$ cat config.mk
export PLATFORM = sky130hd
export DESIGN_NAME = sme_job_sched
export DESIGN_NICKNAME = d
export VERILOG_FILES = /design/src/rtl/sme_job_sched.sv
export SDC_FILE = /design/constraint.sdc
export NUM_CORES = 1
export LEC_CHECK = 0
export CAP_MARGIN = 20
export CORE_MARGIN = 1.5
export CORE_UTILIZATION = 62
export DETAILED_ROUTE_END_ITERATION = 7
export GPL_TIMING_DRIVEN = 0
export PLACE_DENSITY_LB_ADDON = 0.1
export SETUP_SLACK_MARGIN = 0.5
export SLEW_MARGIN = 25
export SYNTH_ARGS = -nofsm -noshare
export SYNTH_HDL_FRONTEND = slang
export SYNTH_SLANG_ARGS = --single-unit
$ cat constraint.sdc
create_clock -name clk -period 3.6 [get_ports clk]
set_input_delay 1.08 -clock clk [delete_from_list [all_inputs] [get_ports clk]]
set_output_delay 1.08 -clock clk [all_outputs]
set_load 0.02 [all_outputs]
$ cat src/rtl/sme_job_sched.sv
// sme_job_sched: buffers a string and up to MAX_PAT patterns, replays the string plus one pattern per pass to a matching core, and returns one result per pattern.
module sme_job_sched #(
  parameter int STR_LENGTH = 32,
  parameter int PATTERN_LENGTH = 8,
  parameter int MAX_PAT = 4,
  parameter int TIMEOUT = 255
) (
  input  logic       clk,
  input  logic       reset,
  input  logic [7:0] host_data,
  input  logic       host_isstring,
  input  logic       host_ispattern,
  input  logic       host_patlast,
  input  logic       host_go,
  output logic       host_ready,
  output logic [7:0] core_chardata,
  output logic       core_isstring,
  output logic       core_ispattern,
  input  logic       core_valid,
  input  logic       core_match,
  input  logic [4:0] core_match_index,
  output logic       res_valid,
  input  logic       res_ready,
  output logic       res_match,
  output logic [4:0] res_index,
  output logic [1:0] res_pat_id,
  output logic       res_timeout,
  output logic       done,
  output logic       overflow
);
  localparam int SW = $clog2(STR_LENGTH + 1);
  localparam int SA = $clog2(STR_LENGTH);
  localparam int LW = $clog2(PATTERN_LENGTH + 1);
  localparam int LA = $clog2(PATTERN_LENGTH);
  localparam int PW = $clog2(MAX_PAT + 1);
  localparam int PA = MAX_PAT > 1 ? $clog2(MAX_PAT) : 1;
  localparam int TW = $clog2(TIMEOUT + 1);

  typedef enum logic [2:0] {LOAD, SEND_STR, SEND_PAT, GAP, WAIT_RES, PUSH_RES, FINISH} state_e;

  state_e          state_q, state_d;
  logic [SW-1:0]   str_len_q, str_len_d, idx_q, idx_d;
  logic [PW-1:0]   pat_cnt_q, pat_cnt_d;
  logic [LW-1:0]   pat_len_q [MAX_PAT];
  logic [LW-1:0]   pat_len_d [MAX_PAT];
  logic [PA-1:0]   cur_q, cur_d;
  logic [TW-1:0]   tmr_q, tmr_d;
  logic            match_q, match_d, tout_q, tout_d, overflow_q, overflow_d;
  logic [4:0]      index_q, index_d;
  logic [7:0]      str_buf_q [STR_LENGTH];
  logic [7:0]      pat_buf_q [MAX_PAT][PATTERN_LENGTH];
  logic            str_we, pat_we, pat_full;
  logic [PA-1:0]   slot;
  logic [LW-1:0]   cur_len;

  assign slot     = pat_cnt_q[PA-1:0];
  assign pat_full = pat_cnt_q == PW'(MAX_PAT);
  assign cur_len  = pat_len_q[slot];

  always_comb begin
    state_d    = state_q;
    str_len_d  = str_len_q;
    pat_cnt_d  = pat_cnt_q;
    pat_len_d  = pat_len_q;
    cur_d      = cur_q;
    idx_d      = idx_q;
    tmr_d      = tmr_q;
    match_d    = match_q;
    index_d    = index_q;
    tout_d     = tout_q;
    overflow_d = overflow_q;
    str_we     = 1'b0;
    pat_we     = 1'b0;
    unique case (state_q)
      LOAD: begin
        if (host_isstring && host_ispattern) overflow_d = 1'b1;
        else if (host_isstring) begin
          if (str_len_q < SW'(STR_LENGTH)) begin
            str_we    = 1'b1;
            str_len_d = str_len_q + 1'b1;
          end else overflow_d = 1'b1;
        end else if (host_ispattern) begin
          if (pat_full) overflow_d = 1'b1;
          else begin
            if (cur_len < LW'(PATTERN_LENGTH)) begin
              pat_we          = 1'b1;
              pat_len_d[slot] = cur_len + 1'b1;
            end else overflow_d = 1'b1;
            // an empty pattern never becomes a job entry
            if (host_patlast && (pat_we || cur_len != '0)) pat_cnt_d = pat_cnt_q + 1'b1;
          end
        end
        if (host_go) begin
          overflow_d = 1'b0;
          idx_d      = '0;
          cur_d      = '0;
          state_d    = (str_len_d != '0 && pat_cnt_d != '0) ? SEND_STR : FINISH;
        end
      end
      SEND_STR: begin
        idx_d = idx_q + 1'b1;
        if (idx_q + 1'b1 == str_len_q) begin
          idx_d   = '0;
          state_d = SEND_PAT;
        end
      end
      SEND_PAT: begin
        idx_d = idx_q + 1'b1;
        if (idx_q + 1'b1 == SW'(pat_len_q[cur_q])) begin
          idx_d   = '0;
          state_d = GAP;
        end
      end
      GAP: begin
        tmr_d   = '0;
        state_d = WAIT_RES;
      end
      WAIT_RES: begin
        if (core_valid) begin
          match_d = core_match;
          index_d = core_match_index;
          tout_d  = 1'b0;
          state_d = PUSH_RES;
        end else if (tmr_q == TW'(TIMEOUT - 1)) begin
          match_d = 1'b0;
          index_d = '0;
          tout_d  = 1'b1;
          state_d = PUSH_RES;
        end else tmr_d = tmr_q + 1'b1;
      end
      PUSH_RES: begin
        if (res_ready) begin
          state_d = (PW'(cur_q) + 1'b1 < pat_cnt_q) ? SEND_STR : FINISH;
          cur_d   = (PW'(cur_q) + 1'b1 < pat_cnt_q) ? cur_q + 1'b1 : cur_q;
          idx_d   = '0;
        end
      end
      FINISH: begin
        str_len_d = '0;
        pat_cnt_d = '0;
        pat_len_d = '{default: '0};
        cur_d     = '0;
        state_d   = LOAD;
      end
      default: state_d = LOAD;
    endcase
  end

  always_ff @(posedge clk or posedge reset) begin
    if (reset) begin
      state_q    <= LOAD;
      str_len_q  <= '0;
      pat_cnt_q  <= '0;
      pat_len_q  <= '{default: '0};
      cur_q      <= '0;
      idx_q      <= '0;
      tmr_q      <= '0;
      match_q    <= 1'b0;
      index_q    <= '0;
      tout_q     <= 1'b0;
      overflow_q <= 1'b0;
    end else begin
      state_q    <= state_d;
      str_len_q  <= str_len_d;
      pat_cnt_q  <= pat_cnt_d;
      pat_len_q  <= pat_len_d;
      cur_q      <= cur_d;
      idx_q      <= idx_d;
      tmr_q      <= tmr_d;
      match_q    <= match_d;
      index_q    <= index_d;
      tout_q     <= tout_d;
      overflow_q <= overflow_d;
    end
  end

  always_ff @(posedge clk) begin
    if (str_we) str_buf_q[str_len_q[SA-1:0]] <= host_data;
    if (pat_we) pat_buf_q[slot][cur_len[LA-1:0]] <= host_data;
  end

  assign host_ready     = state_q == LOAD && !reset;
  assign core_isstring  = state_q == SEND_STR;
  assign core_ispattern = state_q == SEND_PAT;
  assign core_chardata  = core_isstring ? str_buf_q[idx_q[SA-1:0]] :
                          core_ispattern ? pat_buf_q[cur_q][idx_q[LA-1:0]] : 8'h00;
  assign res_valid      = state_q == PUSH_RES;
  assign res_match      = match_q;
  assign res_index      = index_q;
  assign res_pat_id     = 2'(cur_q);
  assign res_timeout    = tout_q;
  assign done           = state_q == FINISH;
  assign overflow       = overflow_q;
endmodule

== After elaboration in Yosys (flattened, before gate mapping) ==
Memory sizes are Yosys's and may differ from the RTL's.
Index checks and enable logic that the tools add are counted.
Word-level totals
  input bits: 22
  memories kept: 2
  bits in registers: 52
  output and inout bits: 23
  word-level logic and storage cells: 173
  RAM bits: 512
Cells by class
  reductions and logical operators: 25
  $lt $le $gt $ge: 9
  bitwise operators: 4
  equal/unequal tests: 25
  muxes and demuxes: 87
  add/subtract/negate cells: 7
Memory list
  pat_buf_q: depth 4, width 64, read ports 1, clocked after Yosys merged registers in 0, write ports 1, RTL line 51  | logic [7:0] pat_buf_q [MAX_PAT][PATTERN_LENGTH];
  str_buf_q: depth 32, width 8, read ports 1, clocked after Yosys merged registers in 0, write ports 1, RTL line 50  | logic [7:0] str_buf_q [STR_LENGTH];
Operators by type and width (count)
  $mux 16: 5
  $mux 64: 1
  $mux 8: 7
  $mux 6: 8
  $mux 3: 14
  $pmux 16 s2: 1
  $mux 1: 29
  $bmux 8 s3: 1
  $demux 8 s3: 1
  $pmux 6 s4: 1
  $mux 4: 5
  $pmux 3 s6: 1
  $bmux 4 s2: 2
  $bwmux 16: 1
  $ne 2x2->1 const B: 8
  $pmux 8 s2: 1
  $add 6x1->6 const B: 2
  $eq 3x3->1 const B: 4
  $pmux 6 s2: 1
  $reduce_bool 4->1: 3
  $mux 5: 2
  $add 8x1->8 const B: 1
  $demux 4 s2: 1
  $eq 8x8->1 const B: 1
  36 further kinds: 56

== Depth between registers and ports, before layout ==
Gate-level depths: netlist of the first run.
  word-level depth: 24
  depth in mapped cells: 10
  gate-level depth less buffers: 9

== Worst setup path after synthesis of the first run ==
Ideal clock, no wire load.
  path kind: reg2out
  start point: register cur_q[0], in the netlist res_pat_id[0]
  end point: output port core_chardata[2]
  arrival: 2.368 ns
  setup slack: 0.152 ns
  cell stages (with the launch flop): 7
  data required time: 2.520 ns
  cell sequence: dfrtp_1 buf_2 buf_1 mux4_2 mux4_2 mux2i_1 o22ai_1
Between the ends
  word-level cells in the longest chain between the ends: 6
Ends and longest elaborated chain
  start, declared: RTL line 46  | logic [PA-1:0] cur_q, cur_d;
  start signal, assigned: RTL line 167  | cur_q <= cur_d;
  $mem_v2 4x64
  $bmux 8 s3: RTL line 186  | core_ispattern ? pat_buf_q[cur_q][idx_q[LA-1:0]] : 8'h00;
  $mux 8 (not written as such) (2 in a row): RTL line 186
  $mux 8: RTL line 186
  $mux 8: RTL line 185  | assign core_chardata = core_isstring ? str_buf_q[idx_q[SA-1:0]] :
  end, declared: RTL line 16  | output logic [7:0] core_chardata,
No other way between the ends. The select of a mux whose other input is x is not followed.

== Worst setup path after layout of the first run ==
  start point: register cur_q[0], in the netlist res_pat_id[0]
  end point: output port core_chardata[7]
Same word-level chain as after synthesis.

==> run metrics, run 1 <==
via/cell ratio=6.573; GRT Util Overall=27.45%; Relative slew margins=39.98%; row cnt=70; critical path startpoint category=register; Setup Skew=19.92 ps; synthesized cell area=23,060 sq um; total CTS buffers=55; final cycle utilization of the critical path=114.5%; WP data arrival=3040 ps; WS Path Type=reg2out; Die Area=38,350 sq um; crit path max fanout=8; vias in the first global route=11,760; Port Buf Inserts=44; Compound-Gate Fraction of Synth Area=2.404%; CTS Buffer Depth=3; post-synth net total=1,206; Post-DRT Antenna Nets=0; number of synthesized register bits=564; status=finished, violations left; non-filler cells in the finished layout=1,789; Finish-stage setup viols=8; Worst-Skew Late Latency=600 ps; worst-margin pin slew=897.0 ps; Initial DRC Count=1,130; CTS tree=built; Main synth FF type=edfxtp_1; post-synthesis mux area share=17.13%; Post-Synth XOR/XNOR Area=1.091%; Hold Path Class=reg2reg; post-synth top area share=66.68%; Area contributors post-synth=edfxtp_1, mux4_2, dfrtp_1, nor2_1, and2_1; clk root buf=clkbuf_16; Layout Nets=1,319; die height=195.8 um; Ant. Diodes=0; largest net degree at the start of global routing=65; Pleak=8.545 nW; PwrDens=658.2 nW/um^2; Final Hold Viols=0; Fill cells=2,141; max-cap violation count=0; WHS=497.4 ps; max-slew violations=0; DRC=0; Tot Pwr=17.49 mW; RSZ-0062 raised after global routing=true; antenna violations before repair=0; Clock Sinks=564; Mapped Cells=1,168; Adder-Cell Fraction of Synth Area=0.8683%; post-synthesis sequential area ratio=72.33%; asr flop ratio synth=9.220%; largest family of logic cells by synthesized area=multiplexers; total iterations of the first detailed-routing run=5; GR Overflow Total=0; final core occ=72.59%; fin area=26,570 sq um; post-layout min period=4121 ps; Wirelength per Cell=28.11 um; simple-gate share of the synthesized area=4.521%; setup TNS=-3935 ps; dpl cells=1,682; DP Worst Slack=-845.7 ps; Placeable Area=36,610 sq um; Final WS setup=-520.8 ps; layout cells sized above 1=30.73%; first-pass GRT wire length=75,580 um; crit path capture type=primary output; Synth area leader=edfxtp_1; Worst Path Required=2520 ps; Max Fclk=0.2427 GHz; Worst VDD drop=438.0 uV; Area growth, synth to finish=15.26%; routability cong.=0.8683; hold-fix buffers at CTS=0; Worst-path clk slew=60 ps; io pins=45; synthesized area per cell=19.74 sq um; failing checks=setup timing; DR vias=11,760; post-synthesis cell type count=61; count of flip-flops with a built-in enable after synthesis=512; H-tree depth=2; Chip Width=195.8 um; post-DP HPWL=31,420 um; Post-Place Cell Area=24,220 sq um; Detailed Route WL=50,290 um; Initial Util=62.98%; Synth warnings=0
-- cell usage in the layout (no fill, tap or decap), drive strengths merged, types with 8 or more instances in the layout --
| cell type | synthesis | layout |
|---|---|---|
| a21oi | 12 | 12 |
| and2 | 35 | 35 |
| buf | 33 | 64 |
| clkbuf | 27 | 100 |
| clkdlybuf4s50 | 0 | 23 |
| clkinv | 0 | 14 |
| dfrtp | 52 | 52 |
| edfxtp | 512 | 512 |
| ha | 16 | 16 |
| inv | 21 | 22 |
| mux2i | 20 | 20 |
| mux4 | 166 | 166 |
| nand2 | 38 | 38 |
| nand3 | 24 | 24 |
| nor2 | 73 | 73 |
| nor3 | 8 | 8 |
| o21ai | 28 | 28 |
| o22ai | 10 | 10 |
| xnor2 | 18 | 18 |
-- Yosys cell counts (4+ instances only) --
| library cell | n |
|---|---|
| buf_2 | 20 |
| mux2i_1 | 20 |
| and2_1 | 35 |
| xnor2_1 | 17 |
| o21ai_0 | 25 |
| dfrtp_1 | 52 |
| a31oi_1 | 4 |
| buf_6 | 7 |
| a22o_1 | 7 |
| nor2_1 | 72 |
| nand2b_1 | 7 |
| inv_1 | 20 |
| and3_1 | 5 |
| xor2_1 | 6 |
| nand2_1 | 37 |
| clkbuf_1 | 27 |
| edfxtp_1 | 512 |
| o22ai_1 | 10 |
| nand3_1 | 24 |
| a21oi_1 | 11 |
| mux4_2 | 166 |
| ha_1 | 16 |
| nor3_1 | 7 |
| buf_1 | 6 |
-- state kept, by name (all words and copies together) (netlist names), 2 cells and up --
name	count
pat_buf_q	256
str_buf_q	256
pat_len_q	16
tmr_q	8
idx_q	6
str_len_q	6
res_index	5
pat_cnt_q	3
state_q	3
res_pat_id	2
-- critical path, cell delays in order (launching register included) --
cell	delay, ps
dfrtp_2	390
buf_12	150
buf_12	130
buf_12	140
mux4_2	560
mux4_2	520
mux2i_4	260
o22ai_2	140
buf_6	150
-- routing by layer --
metal / GRT usage (%) / wire, um / vias up
met5: 0 / 0 / -
met4: 7.550 / 1041 / 0
li1: - / - / 4987
met2: 41.04 / 23680 / 558
met1: 42.99 / 21170 / 6151
met3: 4.556 / 4401 / 63
-- cell families after synthesis --
logic type | Yosys count
AO/OA/AOI/OAI | 84
XOR/XNOR | 25
adder cells (fa/ha/maj) | 16
buffers and inverters | 81
flip-flops | 564
multiplexers | 187
AND/OR/NAND/NOR | 211
-- power by group --
group | switching, mW | internal (mW) | leakage (nW)
combinational | 2.38 | 1.92 | 2.38
clock | 2.35 | 3.39 | 0.864
sequential | 0.117 | 7.34 | 5.30
total | 4.85 | 12.6 | 8.55
-- timing repair --
item / CTS / global route
cloned: 1 / 0
endpoints found under the setup margin: 205 / 329
gates resized for setup: 177 / 32
pin swaps: 3 / 0
buffers inserted: 8 / 1
-- layout make-up --
type | count | area, sq um | share of cell area, %
timing repair buffer | 56 | 564.3 | 2.123
buffer | 60 | 573.1 | 2.156
inverter | 21 | 86.33 | 0.3249
sequential | 564 | 16680 | 62.76
clock inverter | 24 | 299.0 | 1.125
multi-input combinational | 523 | 6301 | 23.71
tap | 468 | 585.6 | 2.203
clock buffer | 73 | 1486 | 5.594
-- worst paths after layout --
path | from | endpoint | slack [ps] | depth (start not counted)
min in group asynchronous | reset | res_timeout$_DFFE_PP0P_ | 950 | 2
setup / recovery | res_pat_id[0]$_DFFE_PP0P_ | core_chardata[7] | -520 | 8
hold / removal | res_index[2]$_DFFE_PP0P_ | res_index[2]$_DFFE_PP0P_ | 500 | 1
max in group asynchronous | reset | res_pat_id[0]$_DFFE_PP0P_ | 2160 | 2
setup reg to reg | pat_cnt_q[0]$_DFFE_PP0P_ | pat_buf_q[0][60]$_DFFE_PP_ | 650 | 8
hold reg to reg | res_index[2]$_DFFE_PP0P_ | res_index[2]$_DFFE_PP0P_ | 500 | 1
(Power assumes the default switching activity.)
==> run 2: changes to the inputs <==
--- a/config.mk
+++ b/config.mk
@@ -10,6 +10,7 @@
 export CORE_UTILIZATION = 62
 export DETAILED_ROUTE_END_ITERATION = 7
 export GPL_TIMING_DRIVEN = 0
+export MAX_ROUTING_LAYER = met4
 export PLACE_DENSITY_LB_ADDON = 0.1
 export SETUP_SLACK_MARGIN = 0.5
 export SLEW_MARGIN = 25
==> run 2 against run 1 <==
The run still ends with setup timing left. Critical path depth is the same. Utilization grew 0.16 points. Via count grew 0.26%. Sequential power is essentially flat. Final cell count grew 0.11%. Sequential share of layout area shrank 0.14 points. Worst hold slack is essentially flat. Wire length grew 1.0%. Non-clock buffer count grew 2. Setup slack gained 0.70 ps.
==> run metrics, run 2 (synthesized netlist as in run 1, its figures left out) <==
max-cap violation count=0 (unchanged); max-slew violations=0 (unchanged); met3 WL=4463 um (was 4401 um); hold-fix buffers at CTS=0 (unchanged); first-pass GRT wire length=75,530 um (was 75,580 um); Ant. Diodes=0 (unchanged); Crit-path slowest cell=mux4_2 (unchanged); commonest non-fill, non-tap cell in the layout=edfxtp_1 (unchanged); met1 WL=21,430 um (was 21,170 um); WL met2=23,640 um (was 23,680 um); total iterations of the first detailed-routing run=7 (was 5); Clock Sinks=564 (unchanged); WHS=497.7 ps (was 497.4 ps); largest net degree at the start of global routing=65 (unchanged); GRT Util Overall=28.30% (was 27.45%); Wirelength per Cell=28.37 um (was 28.11 um); WP data arrival=3040 ps (about the same); Initial DRC Count=1,257 (was 1,130); failing checks=setup timing (unchanged); layout cells sized above 1=30.84% (was 30.73%); DR vias=11,790 (was 11,760); Detailed Route WL=50,810 um (was 50,290 um); CTS tree=built (unchanged); PwrDens=659.5 nW/um^2 (was 658.2 nW/um^2); Relative slew margins=36.15% (was 39.98%); total CTS buffers=55 (unchanged); via/cell ratio=6.582 (was 6.573); final core occ=72.74% (was 72.59%); Setup Skew=23.16 ps (was 19.92 ps); most frequent cells in the layout=edfxtp_1, mux4_2, clkbuf_16 (unchanged); Top Metal Used=met4 (unchanged); Pleak=8.566 nW (was 8.545 nW); status=finished, violations left (unchanged); antenna violations before repair=0 (unchanged); Initial Util=62.98% (unchanged); Critical Path Source=res_pat_id[0]$_DFFE_PP0P_ (unchanged); routability cong.=0.8824 (was 0.8683); io pins=45 (unchanged); Final Hold Viols=0 (unchanged); Placeable Area=36,610 sq um (unchanged); Chip Width=195.8 um (unchanged); post-layout min period=4120 ps (was 4121 ps); WS Path Type=reg2out (unchanged); Most common cell on crit path=buf_12 (unchanged); final cycle utilization of the critical path=114.4% (was 114.5%); Port Buf Inserts=44 (unchanged); reg2reg start=pat_cnt_q[0]$_DFFE_PP0P_ (unchanged); vias in the first global route=11,730 (was 11,760); DRC=0 (unchanged); Hold Path Class=reg2reg (unchanged); Post-DRT Antenna Nets=0 (unchanged); Layout Nets=1,321 (was 1,319); RSZ-0062 raised after global routing=true (unchanged); non-filler cells in the finished layout=1,791 (was 1,789); crit path capture type=primary output (unchanged); crit-path cells=buf_12 > buf_12 > buf_12 > mux4_2 > mux4_2 > mux2i_4 > o22ai_2 > buf_2 (was buf_12 > buf_12 > buf_12 > mux4_2 > mux4_2 > mux2i_4 > o22ai_2 > buf_6); H-tree depth=2 (unchanged); critical path startpoint category=register (unchanged); dpl cells=1,682 (unchanged); post-DP HPWL=31,420 um (unchanged); Finish-stage setup viols=8 (unchanged); Worst Path Required=2520 ps (about the same); die height=195.8 um (unchanged); Die Area=38,350 sq um (unchanged); Max Fclk=0.2427 GHz (about the same); Worst-path clk slew=60 ps (about the same); worst-margin pin slew=954.2 ps (was 897.0 ps); clk root buf=clkbuf_16 (unchanged); Final WS setup=-520.1 ps (was -520.8 ps); CTS Buffer Depth=3 (unchanged); Area growth, synth to finish=15.51% (was 15.26%); hold wc startpoint=res_index[2]$_DFFE_PP0P_ (unchanged); GR Overflow Total=0 (unchanged); Worst-Skew Late Latency=610 ps (was 600 ps); Worst VDD drop=436.9 uV (was 438.0 uV); row cnt=70 (unchanged); crit path max fanout=8 (unchanged); Critical Path Max Stage Delay=530 ps (was 560 ps)
-- run 2: changes by cell type in the layout (fill, tap and decap cells not counted), sizes merged --
cell    change
clkbuf      +1
buf         +1
-- run 2: what timing repair did --
item	CTS	global route
setup endpoints to repair	205	329
pin swaps	3	3
gates resized for setup	177	37
gates cloned	1	1
buffers inserted	8	2
-- run 2: final cells by class --
type,instances,area (sq um)
fillers,2136,9978
well taps,468,585.6
inverters,21,86.33
plain buffers,60,585.6
repair buffers,58,600.6
clock inverters,24,299.0
multi-input cells,523,6310
flip-flops and latches,564,16680
clock buffers,73,1486
-- run 2: path summary, 6_finish.rpt --
| path | to | slack [ps] | cells after the start |
|---|---|---|---|
| max | core_chardata[3] | -520 | 8 |
| min | res_index[2]$_DFFE_PP0P_ | 500 | 1 |
| max reg2reg | pat_buf_q[0][59]$_DFFE_PP_ | 620 | 8 |
| min reg2reg | res_index[2]$_DFFE_PP0P_ | 500 | 1 |
| max in group asynchronous | res_pat_id[0]$_DFFE_PP0P_ | 2160 | 2 |
| min in group asynchronous | res_timeout$_DFFE_PP0P_ | 950 | 2 |
-- run 2: where the power goes --
part	internal, mW	leakage (nW)	switching (mW)	total, mW
Clock	3.39	0.864	2.36	5.75
Sequential	7.34	5.30	0.117	7.45
Combinational	1.96	2.40	2.40	4.36
-- run 2: worst max-delay path, delay by kind of cell (launching register included) --
family / cells / cell delay [ps]
multiplexers: 3 / 1320
AO/OA/AOI/OAI: 1 / 130
buffers and inverters: 4 / 590
flip-flops: 1 / 390
-- run 2: per-layer routing --
| metal | vias to the layer above | GRT usage [%] |
|---|---|---|
| li1 | 4981 | - |
| met1 | 6190 | 43.10 |
| met2 | 544 | 40.98 |
| met3 | 74 | 4.418 |
| met4 | 0 | 7.578 |
| met5 | - | - |
-- run 2: stage by stage --
step / power [mW] / setup WS, ps / cell area (sq um) / setup TNS (ps)
after detailed placement: 11.45 / -845.7 / 24220 / -40580
after global routing: 18.12 / -597.5 / 26630 / -4241
after CTS: 17.49 / -545.5 / 26520 / -3973
after global placement: 11.43 / -839.4 / 24190 / -102430
after floorplan: 10.15 / 404.1 / 23160 / 0
final: 17.56 / -520.1 / 26630 / -3884
